[config.mk]
export PLATFORM = sky130hd
export DESIGN_NAME = mem_bus_arbiter
export DESIGN_NICKNAME = d
export VERILOG_FILES = /design/src/rtl/mem_arb_pkg.sv /design/src/rtl/arb_owner_fifo.sv /design/src/rtl/mem_bus_arbiter.sv
export SDC_FILE = /design/constraint.sdc
export NUM_CORES = 1
export LEC_CHECK = 0
export BUFFER_PORTS_ARGS = -buffer_cell sky130_fd_sc_hd__buf_2
export CORE_AREA = 10 10 100 102
export DETAILED_ROUTE_END_ITERATION = 8
export DIE_AREA = 0 0 110 112
export SYNTH_ARGS = -nofsm -noshare
export SYNTH_HDL_FRONTEND = slang
export SYNTH_SLANG_ARGS = --single-unit
[constraint.sdc]
create_clock -name clk -period 2.1 [get_ports clk]
set_clock_uncertainty 0.15 [all_clocks]
set_input_delay 0.21 -clock clk [delete_from_list [all_inputs] [get_ports clk]]
set_output_delay 0.21 -clock clk [all_outputs]
set_load 0.02 [all_outputs]
[src/rtl/mem_arb_pkg.sv]
// Shared types and defaults for the instruction/data memory bus arbiter.
package mem_arb_pkg;

  typedef enum logic {
    OWNER_INSTR = 1'b0,
    OWNER_DATA  = 1'b1
  } owner_e;

  localparam int MAX_OUTSTANDING_DEFAULT = 2;

endpackage

[src/rtl/arb_owner_fifo.sv]
// In-order FIFO of owner IDs, one entry per granted-but-unanswered memory transaction.
module arb_owner_fifo
  import mem_arb_pkg::*;
#(
  parameter int DEPTH = MAX_OUTSTANDING_DEFAULT,
  localparam int PW   = (DEPTH > 1) ? $clog2(DEPTH) : 1,
  localparam int CW   = $clog2(DEPTH + 1)
) (
  input  logic          clk,
  input  logic          srst,
  input  logic          push,
  input  owner_e        push_id,
  input  logic          pop,
  output owner_e        head_id,
  output logic [CW-1:0] count,
  output logic          full,
  output logic          empty
);

  owner_e        slots [DEPTH];
  logic [PW-1:0] wr_ptr_reg;
  logic [PW-1:0] rd_ptr_reg;
  logic [CW-1:0] count_reg;

  // Explicit wrap keeps non-power-of-two and depth-1 pointers in range.
  function automatic logic [PW-1:0] ptr_inc(input logic [PW-1:0] ptr);
    return (ptr == PW'(DEPTH - 1)) ? '0 : ptr + 1'b1;
  endfunction

  for (genvar gi = 0; gi < DEPTH; gi++) begin : g_slot
    always_ff @(posedge clk) begin
      if (push && (wr_ptr_reg == PW'(gi))) begin
        slots[gi] <= push_id;
      end
    end
  end

  always_ff @(posedge clk) begin
    if (srst) begin
      wr_ptr_reg <= '0;
      rd_ptr_reg <= '0;
      count_reg  <= '0;
    end else begin
      if (push) wr_ptr_reg <= ptr_inc(wr_ptr_reg);
      if (pop)  rd_ptr_reg <= ptr_inc(rd_ptr_reg);
      case ({push, pop})
        2'b10:   count_reg <= count_reg + 1'b1;
        2'b01:   count_reg <= count_reg - 1'b1;
        default: count_reg <= count_reg;
      endcase
    end
  end

  assign head_id = slots[rd_ptr_reg];
  assign count   = count_reg;
  assign full    = (count_reg == CW'(DEPTH));
  assign empty   = (count_reg == '0);

endmodule

[src/rtl/mem_bus_arbiter.sv]
// Round-robin 2:1 arbiter sharing one memory port between fetch and load/store,
// routing in-order responses back to the issuing requester.
module mem_bus_arbiter
  import mem_arb_pkg::*;
#(
  parameter int AW              = 32,
  parameter int DW              = 32,
  parameter int MAX_OUTSTANDING = MAX_OUTSTANDING_DEFAULT,
  localparam int CW             = $clog2(MAX_OUTSTANDING + 1)
) (
  input  logic          clk,
  input  logic          reset,
  input  logic          instr_req,
  input  logic [AW-1:0] instr_addr,
  output logic          instr_gnt,
  output logic          instr_valid,
  output logic [DW-1:0] instr_rdata,
  output logic          instr_err,
  input  logic          data_req,
  input  logic          data_wr,
  input  logic [AW-1:0] data_addr,
  input  logic [DW-1:0] data_wdata,
  input  logic [DW/8-1:0] data_be,
  output logic          data_gnt,
  output logic          data_valid,
  output logic [DW-1:0] data_rdata,
  output logic          data_err,
  output logic          mem_req,
  output logic          mem_wr,
  output logic [AW-1:0] mem_addr,
  output logic [DW-1:0] mem_wdata,
  output logic [DW/8-1:0] mem_be,
  input  logic          mem_gnt,
  input  logic          mem_rvalid,
  input  logic [DW-1:0] mem_rdata,
  input  logic          mem_err,
  output logic          protocol_err
);

  owner_e        last_owner_reg;
  owner_e        head_id;
  logic [CW-1:0] fifo_count;
  logic          fifo_at_cap;
  logic          fifo_empty;
  logic          fifo_full;
  logic          instr_wins;
  logic          handshake;
  logic          pop;
  logic          protocol_err_reg;

  // INSTR takes a tie only when DATA owned the previous handshake.
  assign instr_wins = instr_req & (~data_req | (last_owner_reg == OWNER_DATA));

  // A same-cycle response frees a slot, so a full FIFO still accepts a grant.
  assign fifo_full = (fifo_count == CW'(MAX_OUTSTANDING)) & ~mem_rvalid;
  assign mem_req   = (instr_req | data_req) & ~fifo_full & ~reset;
  assign handshake = mem_req & mem_gnt;

  assign instr_gnt = handshake & instr_wins;
  assign data_gnt  = handshake & ~instr_wins;

  assign mem_wr    = instr_wins ? 1'b0       : data_wr;
  assign mem_addr  = instr_wins ? instr_addr : data_addr;
  assign mem_wdata = instr_wins ? '0         : data_wdata;
  assign mem_be    = instr_wins ? '1         : data_be;

  assign pop = mem_rvalid & ~fifo_empty & ~reset;

  arb_owner_fifo #(
    .DEPTH (MAX_OUTSTANDING)
  ) u_fifo (
    .clk     (clk),
    .srst    (reset),
    .push    (handshake & (~fifo_at_cap | pop)),
    .push_id (instr_wins ? OWNER_INSTR : OWNER_DATA),
    .pop     (pop),
    .head_id (head_id),
    .count   (fifo_count),
    .full    (fifo_at_cap),
    .empty   (fifo_empty)
  );

  assign instr_valid = pop & (head_id == OWNER_INSTR);
  assign data_valid  = pop & (head_id == OWNER_DATA);
  assign instr_rdata = mem_rdata;
  assign data_rdata  = mem_rdata;
  assign instr_err   = mem_err;
  assign data_err    = mem_err;

  always_ff @(posedge clk) begin
    if (reset) begin
      last_owner_reg   <= OWNER_DATA;
      protocol_err_reg <= 1'b0;
    end else begin
      if (handshake) begin
        last_owner_reg <= instr_wins ? OWNER_INSTR : OWNER_DATA;
      end
      if (mem_rvalid && fifo_empty) begin
        protocol_err_reg <= 1'b1;
      end
    end
  end

  assign protocol_err = protocol_err_reg;

endmodule

---- Yosys cells after proc, flatten, opt, wreduce, memory -nomap -nowiden ----
Memories as Yosys holds them, arrays and structs flattened. A register that Yosys moved wholly into a read port is not among the register bits.
Index checks and enable logic that the tools add are counted.
storage, ports and cells
  memories kept ........................... 1
  word-level logic and storage cells ...... 60
  flip-flop bits (word level) ............. 6
  input bits .............................. 140
  memory bits (writable) .................. 2
memory list
  memory        depth  bits a word  rd ports  clocked after Yosys merged registers in  wr ports  line                  text
  u_fifo.slots  2      1            1         1                                        1         arb_owner_fifo.sv:20  owner_e slots [DEPTH];
cells by class
  mux-type cells .......................... 17
  reductions and logical operators ........ 6
  eq/ne operators ......................... 3
  bitwise operators ....................... 24
  add/sub/neg operators ................... 4
operators by type and width
  operator               count
  $mux W32               2
  $mux W1                13
  $and A1 B1 Y1          12
  $not A1 Y1             9
  $eq A2 B2 Y1 const B   2
  $mux W4                1
  $pmux W2 S2            1
  $logic_and A1 B1 Y1    3
  $or A1 B1 Y1           3
  $add A1 B1 Y1 const B  2
  $add A2 B1 Y2 const B  1
  $eq A2 B1 Y1 const B   1
  $logic_not A2 Y1       1
  $reduce_bool A2 Y1     1
  $sub A2 B1 Y2 const B  1
  $reduce_or A1 Y1       1

---- Logic depth before layout (Yosys ltp) ----
  word-level depth ........................ 12
  mapped depth ............................ 7
  gate-level depth less buffers ........... 6

---- Hierarchy ----
A second synthesis with hierarchy kept.
unflattened totals
  cell total of the unflattened synthesis .. 187
  area, all modules ....................... 1564.0 um2
by module, submodules not included
  module           cells an instance  times used  seq. area each (um2)  area an instance (um2)
  mem_bus_arbiter  162                1           40.0                  1287.5
  arb_owner_fifo   25                 1           160.2                 276.5

---- Worst setup path before layout ----
OpenSTA, ideal clock, no wires.
  kind .................................... register to register
  from .................................... reg u_fifo.count_reg[0], in the netlist u_fifo.count[0]
  to ...................................... reg u_fifo.count_reg[1], in the netlist u_fifo.count[1]
  library setup time ...................... 70 ps
  arrival time ............................ 1748 ps
  stages on the path, launching flop included .. 7
  period minus slack after synthesis ...... 1968 ps
  path buffers ............................ 1
  setup slack ............................. 132 ps
  cells stage by stage .................... dfxtp_1 nor3b_1 or3_1 buf_2 ha_1 or3_1 a21oi_1
on the way
  longest elaborated chain between the ends .. 9
ends and longest elaborated chain
  element                                            line                                         text
  from (decl)                                        arb_owner_fifo.sv:23                         logic [CW-1:0] count_reg;
  from (signal assigned)                             arb_owner_fifo.sv:47                         2'b10: count_reg <= count_reg + 1'b1;
  from (signal assigned)                             arb_owner_fifo.sv:48                         2'b01: count_reg <= count_reg - 1'b1;
  from (signal assigned)                             arb_owner_fifo.sv:49                         default: count_reg <= count_reg;
  $eq A2 B2 Y1                                       arb_owner_fifo.sv:56, mem_bus_arbiter.sv:55
  $and A1 B1 Y1                                      mem_bus_arbiter.sv:55                        assign fifo_full = (fifo_count == CW'(MAX_OUTSTANDING)) & ~mem_rvalid;
  $not A1 Y1                                         mem_bus_arbiter.sv:56                        assign mem_req = (instr_req | data_req) & ~fifo_full & ~reset;
  $and A1 B1 Y1 (2 in series)                        mem_bus_arbiter.sv:56
  $and A1 B1 Y1                                      mem_bus_arbiter.sv:57                        assign handshake = mem_req & mem_gnt;
  $and A1 B1 Y1                                      mem_bus_arbiter.sv:74                        .push (handshake & (~fifo_at_cap | pop)),
  $eq A2 B1 Y1 or $eq A2 B2 Y1 (tied branches)       arb_owner_fifo.sv:46                         case ({push, pop})
  $pmux W2 S2 or $reduce_bool A2 Y1 (tied branches)  n/a
Several ways; a longest one is shown, not always the timed one.
A chain may end at the register's enable or synchronous reset.

---- Worst setup path in the final report ----
  from .................................... reg last_owner_reg
  to ...................................... out mem_addr[15]
on the way
  longest elaborated chain between the ends .. 3
ends and longest elaborated chain
  element                 line                   text
  from (decl)             mem_bus_arbiter.sv:40  owner_e last_owner_reg;
  from (signal assigned)  mem_bus_arbiter.sv:96  last_owner_reg <= instr_wins ? OWNER_INSTR : OWNER_DATA;
  $or A1 B1 Y1            mem_bus_arbiter.sv:52  assign instr_wins = instr_req & (~data_req | (last_owner_reg == OWNER_DATA));
  $and A1 B1 Y1           mem_bus_arbiter.sv:52
  $mux W32                mem_bus_arbiter.sv:63  assign mem_addr = instr_wins ? instr_addr : data_addr;
  to (decl)               mem_bus_arbiter.sv:30  output logic [AW-1:0] mem_addr,
No other way between the ends.

==> key figures <==
Run status
  • Status: finished, final reports clean

Clocking
  • Maximum clock insertion buffer count: 2
  • Clk Latency, worst-skew pair: 0.23 ns
  • CTS tree: done
  • Root buf cell: clkbuf_8
  • CTS clk-pin slew, worst paths: 0.04 ns
  • H-tree depth: 1
  • CTS buffer count: 3
  • Sinks on the clock net: 9

Critical path
  • Capturing point of the worst reg2reg path: u_fifo.count[1]
  • Crit path DAT: 1.64 ns
  • Max Fanout on Critical Path: 36
  • Crit path launch type: register
  • Flop2flop setup slack: 0.16 ns
  • Worst r2r src: u_fifo.count[1]
  • Critical path endpoint category: output pin
  • Worst path required time: 1.74 ns
  • CP Class: register to output pin
  • Register-to-Register Path Depth: 5

Yosys
  • Sequential share of the synthesized area: 0.129
  • Most frequent cells after synthesis: buf_4, and2_1, mux2_2
  • Count leader, synth: buf_4
  • Ys flop type: dfxtp_1
  • Syn nets: 329
  • Syn_area_per_cell: approximately 8.3 um^2
  • Synth Warn #: 0
  • Seq cells post-synth: 9
  • Async set-reset flop share out of synthesis: 0
  • Synth cell types: 24
  • Top-area cell type share of the netlist area: 0.318
  • Number of synthesized flops with an enable pin: 2
  • Mapped cell area: 1560 um^2
  • Synth area leader: buf_4
  • Synth top area cells: buf_4, mux2_2, and2_1
  • Synthesized instance count: 188

Global routing
  • First-pass GRT wire length: 9.11 mm
  • Grt ovf: 0
  • Total GRT Usage: 0.0886
  • Number of global-route vias before repair: 1876
  • Largest net degree at the start of global routing: 73
  • Antenna violations before repair: 0

Floorplanning
  • DIE WIDTH: ~110 um
  • Cell Rows: 33
  • Die area: between 10000 and 15000 um^2
  • Starting Density: 0.193
  • Vert. Die Dim: between 100 and 150 um
  • CORE AREA: approximately 8000 um^2
  • Top Ports: 281

Power and ir drop
  • Register share of total power: 0.218
  • Leak Pwr: ~1.2 nW
  • P_int: slightly below 0.0006 W
  • Logic pwr share: 0.573
  • Part of the power in the clock network: 0.209
  • Net Sw Frac: 0.391
  • Pwr Density: between 400 and 500 nW/um^2
  • Net Sw Power: 0.000369 W
  • Max VDD drop: 167 uV

Drt
  • # DRC: 0
  • ANT nets after route: 0
  • First-pass DRT Iterations: 4
  • Iteration-0 DRC Markers: 40
  • Total wire length: 6.22 mm
  • Avg Vias per Cell: 3.90
  • Via count: 1583
  • Routed len/inst: approximately 15 um

STA
  • Fin crit share: 0.954
  • Endpoints failing setup: 0
  • Fmax: 0.499 GHz
  • Min Tclk post-route: 2.00 ns
  • RSZ-0062 raised after global routing: no
  • Hold Vio Cnt, Final: 0
  • Max-slew violations: 0
  • Setup_tns: 0 ns
  • Actual slew at the worst max-slew pin: roughly 0.42 ns
  • Worst slew margin: 0.715

Placement
  • PortBufs: approximately 180
  • Final HPWL DP: between 5 and 6 mm
  • Routability cong.: ~0.75
  • DP Area: 2070 um^2

Final layout
  • Final Cell Area: 2150 um^2
  • N_diodes: 0
  • Final nets: 443
  • Final core area utilization: 0.267
  • P&R area growth vs syn: 37.9%
  • Share of cells above drive strength 1: 0.738

Job
  • MaxCap Viol Count: 0

Min path
  • WHS Endpoint: protocol_err
  • Hold path start: mem_rvalid
  • Worst hold stages: 3
  • Hold crit path type: primary input to register
==> cell usage in the layout (no fill, tap or decap), types with 2 or more instances in the layout <==
master    synthesis  layout
or3_1             2       2
buf_4            66       2
mux2_2           32      32
dfxtp_1           7       6
nor2b_1           3       3
nand2b_1          7       6
o21ai_0           2       2
xor2_1            2       2
edfxtp_1          2       2
clkbuf_8          0       3
buf_2             4     181
nor2_1            9       9
and2_1           34      34
a21oi_1           3       3
==> cell families (layout without fill, tap and decap cells) <==
kind of cell / count (synthesis) / after routing / share of synthesized area
buf+inv: 76 / 189 / 0.360
xor+xnor: 3 / 3 / 0.0169
compound gates: 6 / 6 / 0.0209
flops: 9 / 9 / 0.129
simple gates: 60 / 60 / 0.228
fa+ha+maj: 1 / 1 / 0.00803
mux: 33 / 33 / 0.238
==> how the worst max path moves through the flow <==
stage | start | endpoint | slack [ns] | cells after the start
3_3_place_gp | u_fifo.count[0] | u_fifo.count[1] | 0.19 | 5
3_5_place_dp | u_fifo.count[0] | u_fifo.count[1] | 0.16 | 5
4_1_cts | last_owner_reg | mem_addr[15] | 0.05 | 5
2_1_floorplan | u_fifo.count[0] | u_fifo.count[1] | 0.13 | 6
6_report | last_owner_reg | mem_addr[15] | 0.1 | 5
5_1_grt | last_owner_reg | mem_addr[19] | 0.0008 | 5
==> layer usage <==
metal  part of all wire  global-route usage  wire [um]
met4              0.035              0.0582        219
met1               0.31              0.0816       1950
met2               0.52               0.157       3220
met3               0.13              0.0334        833
met5                  0                   0          0
==> per-stage QoR <==
stage	total power, W	cells	hold WS (ns)	setup slack, ns
finish	0.000946	406	0.0901	0.0963
floorplan	0.000707	188	0.201	0.132
detailed placement	0.000748	401	0.270	0.157
CTS	0.000952	405	0.0841	0.0484
global placement	0.000740	401	0.270	0.186
global route	0.00101	406	0.0939	0.000841
==> final cells by class <==
type	instances	area [um^2]
fill	892	5900
tap	105	131
sequential	9	201
timing repair buffer	185	966
clock buffer	4	45.0
multi-input combinational	103	805
==> power groups by stage <==
| stage | Clock (W) | Sequential (W) | Combinational, W |
|---|---|---|---|
| after floorplan | 0 | 0.000209 | 0.000498 |
| after global placement | 0 | 0.000207 | 0.000533 |
| after detailed placement | 0 | 0.000208 | 0.000539 |
| after CTS | 0.000205 | 0.000205 | 0.000541 |
| after global routing | 0.000209 | 0.000208 | 0.000590 |
| final | 0.000197 | 0.000206 | 0.000542 |
==> critical path, cell delays in order, from the launching register on <==
cell and delay [ns]:
dfxtp_1 0.31, nor2b_1 0.15, nand2b_4 0.18, buf_12 0.20, mux2_2 0.37, buf_2 0.17
==> what timing repair did <==
item,CTS,global route
endpoints found under the setup margin,0,33
resized for setup,0,2
hold buffers,0,0
setup buffers,0,0
Power figures use the tool's default switching activity.
